$ cat config.mk
export PLATFORM = sky130hd
export DESIGN_NAME = arm_control_unit_flat
export DESIGN_NICKNAME = d
export VERILOG_FILES = /design/src/rtl/arm_control_unit_pkg.sv /design/src/rtl/arm_control_unit_if.sv /design/src/rtl/arm_control_unit_conditional_logic.sv /design/src/rtl/arm_control_unit_decoder.sv /design/src/rtl/arm_control_unit.sv /design/src/flat_wrapper.sv
export SDC_FILE = /design/constraint.sdc
export NUM_CORES = 1
export LEC_CHECK = 0
export ABC_CLOCK_PERIOD_IN_PS = 6400
export CORE_AREA = 3 3 44 46
export DETAILED_ROUTE_END_ITERATION = 10
export DIE_AREA = 0 0 47 49
export DONT_BUFFER_PORTS = 1
export PLACE_DENSITY = 0.63
export SETUP_SLACK_MARGIN = 0.2
export SYNTH_ARGS = -nofsm -noshare
export SYNTH_HDL_FRONTEND = slang
export SYNTH_SLANG_ARGS = --single-unit
$ cat constraint.sdc
create_clock -name Clk -period 6.4 [get_ports Clk]
set_clock_uncertainty 0.2 [all_clocks]
set_input_delay 1.92 -clock Clk [delete_from_list [all_inputs] [get_ports Clk]]
set_output_delay 1.92 -clock Clk [all_outputs]
set_load 0.1 [all_outputs]
$ cat src/rtl/arm_control_unit_pkg.sv
// Shared encodings for the single-cycle ARM control unit: ALU ops, opcodes,
// data-processing commands, condition codes and extend selects.
package arm_control_unit_pkg;

  typedef enum logic [1:0] {
    ALU_ADD = 2'b00,
    ALU_SUB = 2'b01,
    ALU_AND = 2'b10,
    ALU_ORR = 2'b11
  } alu_ctrl_e;

  typedef enum logic [1:0] {
    OP_DP  = 2'b00,
    OP_MEM = 2'b01,
    OP_BR  = 2'b10,
    OP_NUL = 2'b11
  } op_e;

  localparam logic [3:0] CMD_AND = 4'b0000;
  localparam logic [3:0] CMD_SUB = 4'b0010;
  localparam logic [3:0] CMD_ADD = 4'b0100;
  localparam logic [3:0] CMD_CMP = 4'b1010;
  localparam logic [3:0] CMD_ORR = 4'b1100;

  typedef enum logic [3:0] {
    C_EQ = 4'h0, C_NE = 4'h1, C_CS = 4'h2, C_CC = 4'h3,
    C_MI = 4'h4, C_PL = 4'h5, C_VS = 4'h6, C_VC = 4'h7,
    C_HI = 4'h8, C_LS = 4'h9, C_GE = 4'hA, C_LT = 4'hB,
    C_GT = 4'hC, C_LE = 4'hD, C_AL = 4'hE, C_NV = 4'hF
  } cond_e;

  localparam logic [1:0] IMM_8  = 2'b00;
  localparam logic [1:0] IMM_12 = 2'b01;
  localparam logic [1:0] IMM_24 = 2'b10;

  // flags = {N,Z,C,V}
  function automatic logic cond_ex(input logic [3:0] cond, input logic [3:0] flags);
    logic n, z, c, v;
    {n, z, c, v} = flags;
    case (cond)
      C_EQ:    cond_ex = z;
      C_NE:    cond_ex = !z;
      C_CS:    cond_ex = c;
      C_CC:    cond_ex = !c;
      C_MI:    cond_ex = n;
      C_PL:    cond_ex = !n;
      C_VS:    cond_ex = v;
      C_VC:    cond_ex = !v;
      C_HI:    cond_ex = c & !z;
      C_LS:    cond_ex = !c | z;
      C_GE:    cond_ex = (n == v);
      C_LT:    cond_ex = (n != v);
      C_GT:    cond_ex = !z & (n == v);
      C_LE:    cond_ex = z | (n != v);
      C_AL:    cond_ex = 1'b1;
      default: cond_ex = 1'b0;
    endcase
  endfunction

endpackage

$ cat src/rtl/arm_control_unit_if.sv
// Instruction-field inputs and datapath-control outputs of the ARM control unit.
interface arm_control_unit_if;
  logic [3:0] Cond;
  logic [3:0] ALUFlags;
  logic [3:0] Rd;
  logic [5:0] Funct;
  logic [1:0] Op;
  logic [1:0] ImmSrc;
  logic [1:0] RegSrc;
  logic [1:0] ALUControl;
  logic       PCSrc;
  logic       RegWrite;
  logic       MemWrite;
  logic       MemToReg;
  logic       ALUSrc;

  modport master (
    output Cond, ALUFlags, Rd, Funct, Op,
    input  ImmSrc, RegSrc, ALUControl, PCSrc, RegWrite, MemWrite, MemToReg, ALUSrc
  );

  modport slave (
    input  Cond, ALUFlags, Rd, Funct, Op,
    output ImmSrc, RegSrc, ALUControl, PCSrc, RegWrite, MemWrite, MemToReg, ALUSrc
  );
endinterface

$ cat src/rtl/arm_control_unit_conditional_logic.sv
// Stored NZCV flags, condition evaluation and gating of architectural writes.
module arm_control_unit_conditional_logic
  import arm_control_unit_pkg::*;
(
  input  logic       Clk,
  input  logic       Reset,
  input  logic [3:0] cond,
  input  logic [3:0] alu_flags,
  input  logic [1:0] flag_w,
  input  logic       pcs,
  input  logic       reg_w,
  input  logic       mem_w,
  input  logic       no_write,
  output logic       pc_src,
  output logic       reg_write,
  output logic       mem_write
);
  logic [3:0] flags;
  logic       cex;
  logic [1:0] flag_write;

  assign cex        = cond_ex(cond, flags);
  assign flag_write = flag_w & {2{cex}};

  always_ff @(posedge Clk or negedge Reset) begin
    if (!Reset) begin
      flags <= 4'b0000;
    end else begin
      if (flag_write[1]) flags[3:2] <= alu_flags[3:2];
      if (flag_write[0]) flags[1:0] <= alu_flags[1:0];
    end
  end

  assign pc_src    = pcs & cex;
  assign reg_write = reg_w & cex & !no_write;
  assign mem_write = mem_w & cex;
endmodule

$ cat src/rtl/arm_control_unit_decoder.sv
// Main + ALU decode: Op/Funct/Rd to ungated datapath controls.
module arm_control_unit_decoder
  import arm_control_unit_pkg::*;
(
  input  logic [1:0] op,
  input  logic [5:0] funct,
  input  logic [3:0] rd,
  output logic       pcs,
  output logic       reg_w,
  output logic       mem_w,
  output logic       mem_to_reg,
  output logic       alu_src,
  output logic       no_write,
  output logic [1:0] imm_src,
  output logic [1:0] reg_src,
  output logic [1:0] alu_control,
  output logic [1:0] flag_w
);
  logic       branch, alu_op;
  logic [3:0] cmd;
  logic       s;

  assign cmd = funct[4:1];
  assign s   = funct[0];

  always_comb begin
    branch     = 1'b0;
    reg_w      = 1'b0;
    mem_w      = 1'b0;
    mem_to_reg = 1'b0;
    alu_src    = 1'b0;
    imm_src    = IMM_8;
    reg_src    = 2'b00;
    alu_op     = 1'b0;
    case (op)
      OP_DP: begin
        reg_w   = 1'b1;
        alu_src = funct[5];
        alu_op  = 1'b1;
      end
      OP_MEM: begin
        alu_src = 1'b1;
        imm_src = IMM_12;
        if (funct[0]) begin
          reg_w      = 1'b1;
          mem_to_reg = 1'b1;
        end else begin
          mem_w   = 1'b1;
          reg_src = 2'b10;
        end
      end
      OP_BR: begin
        branch  = 1'b1;
        alu_src = 1'b1;
        imm_src = IMM_24;
        reg_src = 2'b01;
      end
      default: ;
    endcase
  end

  always_comb begin
    alu_control = ALU_ADD;
    flag_w      = 2'b00;
    no_write    = 1'b0;
    if (alu_op) begin
      case (cmd)
        CMD_ADD: begin alu_control = ALU_ADD; flag_w = {s, s}; end
        CMD_SUB: begin alu_control = ALU_SUB; flag_w = {s, s}; end
        CMD_AND: begin alu_control = ALU_AND; flag_w = {s, 1'b0}; end
        CMD_ORR: begin alu_control = ALU_ORR; flag_w = {s, 1'b0}; end
        // compare exists only for its flags, so it sets them regardless of S
        CMD_CMP: begin alu_control = ALU_SUB; flag_w = 2'b11; no_write = 1'b1; end
        default: ;
      endcase
    end
  end

  assign pcs = ((rd == 4'hF) & reg_w) | branch;
endmodule

$ cat src/rtl/arm_control_unit.sv
// Control unit for the single-cycle ARM datapath: decode plus condition-gated writes.
module arm_control_unit
  import arm_control_unit_pkg::*;
(
  input  logic              Clk,
  input  logic              Reset,
  arm_control_unit_if.slave bus
);
  logic       pcs, reg_w, mem_w, no_write;
  logic [1:0] flag_w;

  arm_control_unit_decoder u_dec (
    .op          (bus.Op),
    .funct       (bus.Funct),
    .rd          (bus.Rd),
    .pcs         (pcs),
    .reg_w       (reg_w),
    .mem_w       (mem_w),
    .mem_to_reg  (bus.MemToReg),
    .alu_src     (bus.ALUSrc),
    .no_write    (no_write),
    .imm_src     (bus.ImmSrc),
    .reg_src     (bus.RegSrc),
    .alu_control (bus.ALUControl),
    .flag_w      (flag_w)
  );

  arm_control_unit_conditional_logic u_cl (
    .Clk       (Clk),
    .Reset     (Reset),
    .cond      (bus.Cond),
    .alu_flags (bus.ALUFlags),
    .flag_w    (flag_w),
    .pcs       (pcs),
    .reg_w     (reg_w),
    .mem_w     (mem_w),
    .no_write  (no_write),
    .pc_src    (bus.PCSrc),
    .reg_write (bus.RegWrite),
    .mem_write (bus.MemWrite)
  );
endmodule

$ cat src/flat_wrapper.sv
// flat-port wrapper written by rule: the top's interface ports become plain ports
module arm_control_unit_flat import arm_control_unit_pkg::*;
  (Clk, Reset, bus_Cond, bus_ALUFlags, bus_Rd, bus_Funct, bus_Op, bus_ImmSrc, bus_RegSrc, bus_ALUControl, bus_PCSrc, bus_RegWrite, bus_MemWrite, bus_MemToReg, bus_ALUSrc);
  arm_control_unit_if bus_i ();
  input  logic Clk;
  input  logic Reset;
  input wire logic [$bits(bus_i.Cond)-1:0] bus_Cond;
  input wire logic [$bits(bus_i.ALUFlags)-1:0] bus_ALUFlags;
  input wire logic [$bits(bus_i.Rd)-1:0] bus_Rd;
  input wire logic [$bits(bus_i.Funct)-1:0] bus_Funct;
  input wire logic [$bits(bus_i.Op)-1:0] bus_Op;
  output wire logic [$bits(bus_i.ImmSrc)-1:0] bus_ImmSrc;
  output wire logic [$bits(bus_i.RegSrc)-1:0] bus_RegSrc;
  output wire logic [$bits(bus_i.ALUControl)-1:0] bus_ALUControl;
  output wire logic [$bits(bus_i.PCSrc)-1:0] bus_PCSrc;
  output wire logic [$bits(bus_i.RegWrite)-1:0] bus_RegWrite;
  output wire logic [$bits(bus_i.MemWrite)-1:0] bus_MemWrite;
  output wire logic [$bits(bus_i.MemToReg)-1:0] bus_MemToReg;
  output wire logic [$bits(bus_i.ALUSrc)-1:0] bus_ALUSrc;
  assign bus_i.Cond = bus_Cond;
  assign bus_i.ALUFlags = bus_ALUFlags;
  assign bus_i.Rd = bus_Rd;
  assign bus_i.Funct = bus_Funct;
  assign bus_i.Op = bus_Op;
  assign bus_ImmSrc = bus_i.ImmSrc;
  assign bus_RegSrc = bus_i.RegSrc;
  assign bus_ALUControl = bus_i.ALUControl;
  assign bus_PCSrc = bus_i.PCSrc;
  assign bus_RegWrite = bus_i.RegWrite;
  assign bus_MemWrite = bus_i.MemWrite;
  assign bus_MemToReg = bus_i.MemToReg;
  assign bus_ALUSrc = bus_i.ALUSrc;
  arm_control_unit u_core (.Clk(Clk), .Reset(Reset), .bus(bus_i));
endmodule
==> impl_metrics.env, run 1 <==
export IMPL_ys_top_cells_by_area="dfrtp_1 (16%), ha_1 (10%), nor2_1 (6.7%)"
export IMPL_comb_power_share_pct=55.0
export IMPL_gr_usage_met2_pct=22.2
export IMPL_avgSynthCellArea_um2=8.13
export IMPL_post_cts_buffers=0
export IMPL_synth_warnings=0
export IMPL_power_share_clock_pct=18.3
export IMPL_vias_per_cell=5.87
export IMPL_area_growth_pct=21.3
export IMPL_finalNonFillerCells=99
export IMPL_overflow=0
export IMPL_cts_tree="yes"
export IMPL_ctsResizeCount=0
export IMPL_drv_cap=0
export IMPL_rows=14
export IMPL_fin_crit_sh_pct=87.4
export IMPL_core_mm2=0.00154
export IMPL_grtUsageTotal_pct=13.2
export IMPL_synthXorXnorAreaFrac_pct=5.67
export IMPL_wl_per_cell_um=14.1
export IMPL_tightest_slew_ns=1.02
export IMPL_first_pass_iters=4
export IMPL_start_kind="primary input"
export IMPL_synth_top_area_share_pct=16.2
export IMPL_path_cells="nor2b_1 > a22o_1 > o311a_1 > nor4_4 > nor3b_4 > buf_4"
export IMPL_setup_tns_ns=0
export IMPL_ios=33
export IMPL_fillerInstances=151
export IMPL_fmax_mhz=179
export IMPL_io_buffers=0
export IMPL_ys_seq_area_share_pct=16.2
export IMPL_clockBufferDepth=2
export IMPL_synth_fa_ha_area_share_pct=10.1
export IMPL_finalPower_uw=166
export IMPL_yosysTopAreaCell="dfrtp_1"
export IMPL_regArea_um2=100
export IMPL_worstHoldPathType="reg -> reg"
export IMPL_synth_simple_area_share_pct=35.2
export IMPL_intPower_uw=89.5
export IMPL_worst_path_max_fanout=11
export IMPL_status="completed"
export IMPL_synth_compound_area_share_pct=13.6
export IMPL_grt_pass1_vias=587
export IMPL_dieWidth_um=47
export IMPL_clock_sinks=4
export IMPL_largest_reg_flops=4
export IMPL_p_per_area_mw_per_mm2=222
export IMPL_switching_share_pct=46.2
export IMPL_grt_pass1_wl_mm=2.28
export IMPL_grt_max_degree=12
export IMPL_placed_cells=96
export IMPL_grt_most_used_layer="met2"
export IMPL_critPathBufInv=1
export IMPL_clkTransAtPathRegs_ns=0.04
export IMPL_rsz0062_at_grt="false"
export IMPL_worst_setup_path_end_kind="primary output"
export IMPL_cts_made_buffers=3
export IMPL_slew_violations=0
export IMPL_worstPathArrival_ns=3.47
export IMPL_setup_viol=0
export IMPL_wirelength_mm=1.39
export IMPL_hold_viol=0
export IMPL_drc_errors=0
export IMPL_regMostFlops="u_core.u_cl.flags"
export IMPL_synth_area_mux_share_pct=11.7
export IMPL_num_antenna_cells=0
export IMPL_gp_congestion=0.837
export IMPL_finalNetCount=112
export IMPL_crit_required_ns=4.28
export IMPL_ys_types=36
export IMPL_synthCells=76
export IMPL_netlist_area_um2=618
export IMPL_slowest_delay_ns=0.60
export IMPL_reg_top3="u_core.u_cl.flags x4"
export IMPL_cts_root_buf="clkbuf_4"
export IMPL_p_sw_uw=76.8
export IMPL_cts_max_level=1
export IMPL_die_y_um=49
export IMPL_multi_input_area_um2=524
export IMPL_finalCriticalPeriod_ns=5.59
export IMPL_dp_hpwl_mm=1.20
export IMPL_cellLeakagePower_uw=0.000336
export IMPL_syn_nets=103
export IMPL_grt_use_met3_pct=2.58
export IMPL_drive_gt1_share_pct=32.5
export IMPL_gr_usage_met1_pct=14.9
export IMPL_p_seq_share_pct=26.8
export IMPL_num_vias=581
export IMPL_fin_util_pct=48.6
export IMPL_crit_type="in -> out"
export IMPL_synth_top_family_by_area="simple AND/OR/NAND/NOR gates"
export IMPL_postCtsHoldBufs=0
export IMPL_cp_top_family="simple AND/OR/NAND/NOR gates"
export IMPL_cpMaxStageDelayCell="nor4_4"
export IMPL_clock_latency_ns=0.23
export IMPL_start_util_pct=40.1
export IMPL_drtIter0Drc=5
export IMPL_antenna_found_initial=0
export IMPL_ant_nets=0
export IMPL_ys_ff_latch=4
export IMPL_relSlewSlack_pct=32.1
export IMPL_dieArea_mm2=0.00230
export IMPL_peakVddDrop_mv=0.114
-- synth_stat cells --
cell type / instances
o21ai_0: 3
ha_1: 5
a21oi_1: 2
or2_2: 1
clkbuf_1: 1
nand4bb_1: 1
xnor2_1: 1
inv_1: 4
a31oi_1: 1
o22a_2: 1
nand2_1: 4
and2_1: 1
a211o_1: 1
mux2_1: 2
a22o_1: 1
mux2i_1: 2
nor3_1: 3
clkbuf_2: 1
nand2b_1: 2
nand4_1: 1
or3_4: 1
nor2_1: 11
nor4_4: 1
mux2_4: 2
o22ai_1: 1
xor2_1: 3
o311a_1: 1
nand3_1: 2
and3b_1: 1
buf_4: 3
o32ai_1: 1
nor3b_1: 3
nor4bb_1: 1
nand3b_1: 1
nor2b_1: 2
dfrtp_1: 4
-- path summary, 6_finish.rpt --
check | slack, ns | cells after the start | start | endpoint
setup / recovery | 0.81 | 6 | bus_Cond[0] | bus_MemWrite
max in group asynchronous | 4.75 | 0 | Reset | u_core.u_cl.flags[1]
hold / removal | 0.36 | 1 | u_core.u_cl.flags[1] | u_core.u_cl.flags[1]
min in group asynchronous | 1.19 | 0 | Reset | u_core.u_cl.flags[3]
setup reg to reg | 3.78 | 6 | u_core.u_cl.flags[3] | u_core.u_cl.flags[2]
hold reg to reg | 0.36 | 1 | u_core.u_cl.flags[1] | u_core.u_cl.flags[1]
-- layout make-up --
type | count | share of cell area [%]
clock buffer | 3 | 3.01
sequential | 4 | 13.4
timing repair buffer | 9 | 9.02
multi-input combinational | 63 | 69.9
inverter | 4 | 2.00
tap | 16 | 2.67
-- cells in the final DEF (no fill, tap or decap), types with 2 or more instances in the layout --
cell type	n
mux2_4	2
o21ai_0	3
ha_2	2
nor2b_1	2
xor2_1	3
mux2_1	2
a21oi_1	2
mux2i_1	2
inv_1	4
dfrtp_1	4
nand3_1	2
buf_4	9
nor2_2	2
nor2_1	8
nand2_1	4
clkbuf_4	3
ha_1	3
nor3b_1	2
nand2b_1	2
nor3_4	2
-- power groups by stage --
stage                     Clock, uW  Sequential, uW  Combinational, uW
final                          30.4            44.5               91.5
after global routing           34.1            46.2               96.9
after CTS                      31.8            44.7               92.6
after detailed placement          0            44.9               92.3
after global placement            0            44.0               90.2
after floorplan                   0            41.2               84.2
-- routing by layer --
metal | part of all wire (%) | vias up | wire [um]
met2 | 55 | 26 | 761
met5 | 0 | - | 0
li1 | - | 284 | -
met1 | 38 | 271 | 524
met4 | 0 | 0 | 0
met3 | 7.7 | 0 | 107
-- worst register-to-register path, delay by kind of cell (launching register included) --
family / cells / cell delay [ns]
AO/OA/AOI/OAI: 1 / 0.39
XOR/XNOR: 1 / 0.22
flip-flops: 1 / 0.45
multiplexers: 2 / 0.39
AND/OR/NAND/NOR: 2 / 0.86
-- per-stage QoR --
step	area [um^2]	worst slack [ns]	hold slack [ns]
after floorplan	651	0.200	0.320
after global placement	727	0.833	0.348
after detailed placement	727	0.801	0.356
after CTS	749	0.794	0.364
after global routing	749	0.741	0.405
final	749	0.809	0.359
-- cells by family (layout without fill, tap and decap cells) --
| logic type | Yosys count | in the layout |
|---|---|---|
| and+or+nand+nor | 36 | 36 |
| xor gates and xnor gates | 4 | 4 |
| DFF | 4 | 4 |
| buffers and inverters | 9 | 16 |
| adders and majority gates | 5 | 5 |
| muxes | 6 | 6 |
| AOI/OAI and AO/OA | 12 | 12 |
(Power assumes the default switching activity.)
==> run 2, diff against run 1 <==
ABC_CLOCK_PERIOD_IN_PS = 6000   (was 6400)
clock period = 6 ns   (was 6.4 ns; I/O delays follow)
==> impl_metrics.env, run 2 (synthesized netlist as in run 1, its figures left out) <==
export IMPL_status="completed"
export IMPL_rsz0062_at_grt="false"
export IMPL_die_y_um=49
export IMPL_wl_per_cell_um=13.8
export IMPL_clkTransAtPathRegs_ns=0.04
export IMPL_worstHoldPathType="reg -> reg"
export IMPL_worstPathArrival_ns=3.31
export IMPL_antenna_found_initial=0
export IMPL_reg_top3="u_core.u_cl.flags x4"
export IMPL_cellLeakagePower_uw=0.000342
export IMPL_hold_ws_ns=0.367
export IMPL_pre_cts_slack_ns=0.675
export IMPL_multi_input_area_um2=526
export IMPL_crit_required_ns=4.00
export IMPL_worst_setup_path_end_kind="primary output"
export IMPL_fillerInstances=161
export IMPL_relSlewSlack_pct=62.4
export IMPL_setup_viol=0
export IMPL_fmax_mhz=188
export IMPL_regToRegSetupSlack_ns=3.41
export IMPL_vias_per_cell=5.56
export IMPL_largest_reg_flops=4
export IMPL_final_cell_mix="buf_4 (10), nor2_1 (8), inv_1 (4), nand2_1 (4), dfrtp_1 (4)"
export IMPL_setup_tns_ns=0
export IMPL_peakVddDrop_mv=0.0948
export IMPL_final_common_cell="buf_4"
export IMPL_regMostFlops="u_core.u_cl.flags"
export IMPL_grtUsageTotal_pct=13.2
export IMPL_clock_latency_ns=0.23
export IMPL_cts_tree="yes"
export IMPL_hold_viol=0
export IMPL_ant_nets=0
export IMPL_regArea_um2=100
export IMPL_fin_crit_sh_pct=88.5
export IMPL_layout_setup_ws_ns=0.688
export IMPL_holdPathEnd="u_core.u_cl.flags[1]"
export IMPL_tightest_slew_ns=0.559
export IMPL_p_per_area_mw_per_mm2=234
export IMPL_grt_max_degree=12
export IMPL_finalCriticalPeriod_ns=5.31
export IMPL_worst_r2r_endpoint="u_core.u_cl.flags[2]"
export IMPL_ios=33
export IMPL_finalNetCount=113
export IMPL_core_mm2=0.00154
export IMPL_area_growth_pct=22.7
export IMPL_rows=14
export IMPL_min_from="u_core.u_cl.flags[1]"
export IMPL_io_buffers=0
export IMPL_num_vias=556
export IMPL_slew_violations=0
export IMPL_gp_congestion=0.758
export IMPL_cts_made_buffers=3
export IMPL_timing_rr_start="u_core.u_cl.flags[3]"
export IMPL_drive_gt1_share_pct=33.3
export IMPL_worst_path_max_fanout=11
export IMPL_cts_max_level=1
export IMPL_dieWidth_um=47
export IMPL_wirelength_mm=1.38
export IMPL_clockBufferDepth=2
export IMPL_cts_root_buf="clkbuf_4"
export IMPL_drtIter0Drc=5
export IMPL_post_cts_buffers=0
export IMPL_drc_errors=0
export IMPL_num_antenna_cells=0
export IMPL_overflow=0
export IMPL_start_kind="primary input"
export IMPL_postCtsHoldBufs=0
export IMPL_grt_pass1_wl_mm=2.26
export IMPL_grt_pass1_vias=552
export IMPL_whs_path_depth=1
export IMPL_dp_hpwl_mm=1.15
export IMPL_first_pass_iters=4
export IMPL_start_util_pct=40.1
export IMPL_drv_cap=0
export IMPL_reg2reg_depth=6
export IMPL_clock_sinks=4
export IMPL_ctsResizeCount=0
export IMPL_crit_type="in -> out"
export IMPL_dieArea_mm2=0.00230
run 2: area by class of cell:
cell class	instances	area share, %
tap	16	2.64
inverter	4	1.98
sequential	4	13.2
timing repair buffer	10	9.90
clock buffer	3	2.97
multi-input combinational	63	69.3
run 2: power by group:
group          internal (uW)  switching, uW  leakage (uW)
Sequential              35.2           12.1     0.0000514
Clock                   22.3           10.4     0.0000138
Combinational           38.0           59.3      0.000277
Total                   95.6           81.8      0.000342
run 2: worst max path at each step:
| stage | from | to | slack [ns] | cells past startpoint |
|---|---|---|---|---|
| floorplan | bus_Op[1] | bus_RegWrite | 0.22 | 5 |
| global placement | bus_Cond[0] | bus_MemWrite | 0.70 | 6 |
| detailed placement | bus_Cond[0] | bus_MemWrite | 0.68 | 6 |
| CTS | bus_Cond[0] | bus_MemWrite | 0.68 | 6 |
| global route | bus_Cond[0] | bus_MemWrite | 0.60 | 6 |
| finish | bus_Cond[0] | bus_MemWrite | 0.69 | 6 |
run 2: metal layers:
| metal | GRT usage (%) | wire, um |
|---|---|---|
| met1 | 15.4 | 551 |
| met2 | 21.0 | 750 |
| met3 | 2.58 | 74 |
| met4 | 7.83 | 0 |
| met5 | 0 | 0 |
run 2: worst max-delay path, cell delays in order:
cell and delay [ns]:
nor2b_1 0.10, a22o_1 0.20, o311a_1 0.32, nor4_4 0.56
nor3b_4 0.07, buf_4 0.25
run 2: per-stage QoR:
stage | util (%) | power (uW) | area, um^2 | cells
final | 49.2 | 177 | 758 | 100
after global routing | 49.2 | 189 | 758 | 100
after CTS | 49.2 | 178 | 758 | 100
after detailed placement | 47.7 | 145 | 736 | 97
after global placement | 47.7 | 143 | 736 | 97
after floorplan | - | 135 | 658 | 76
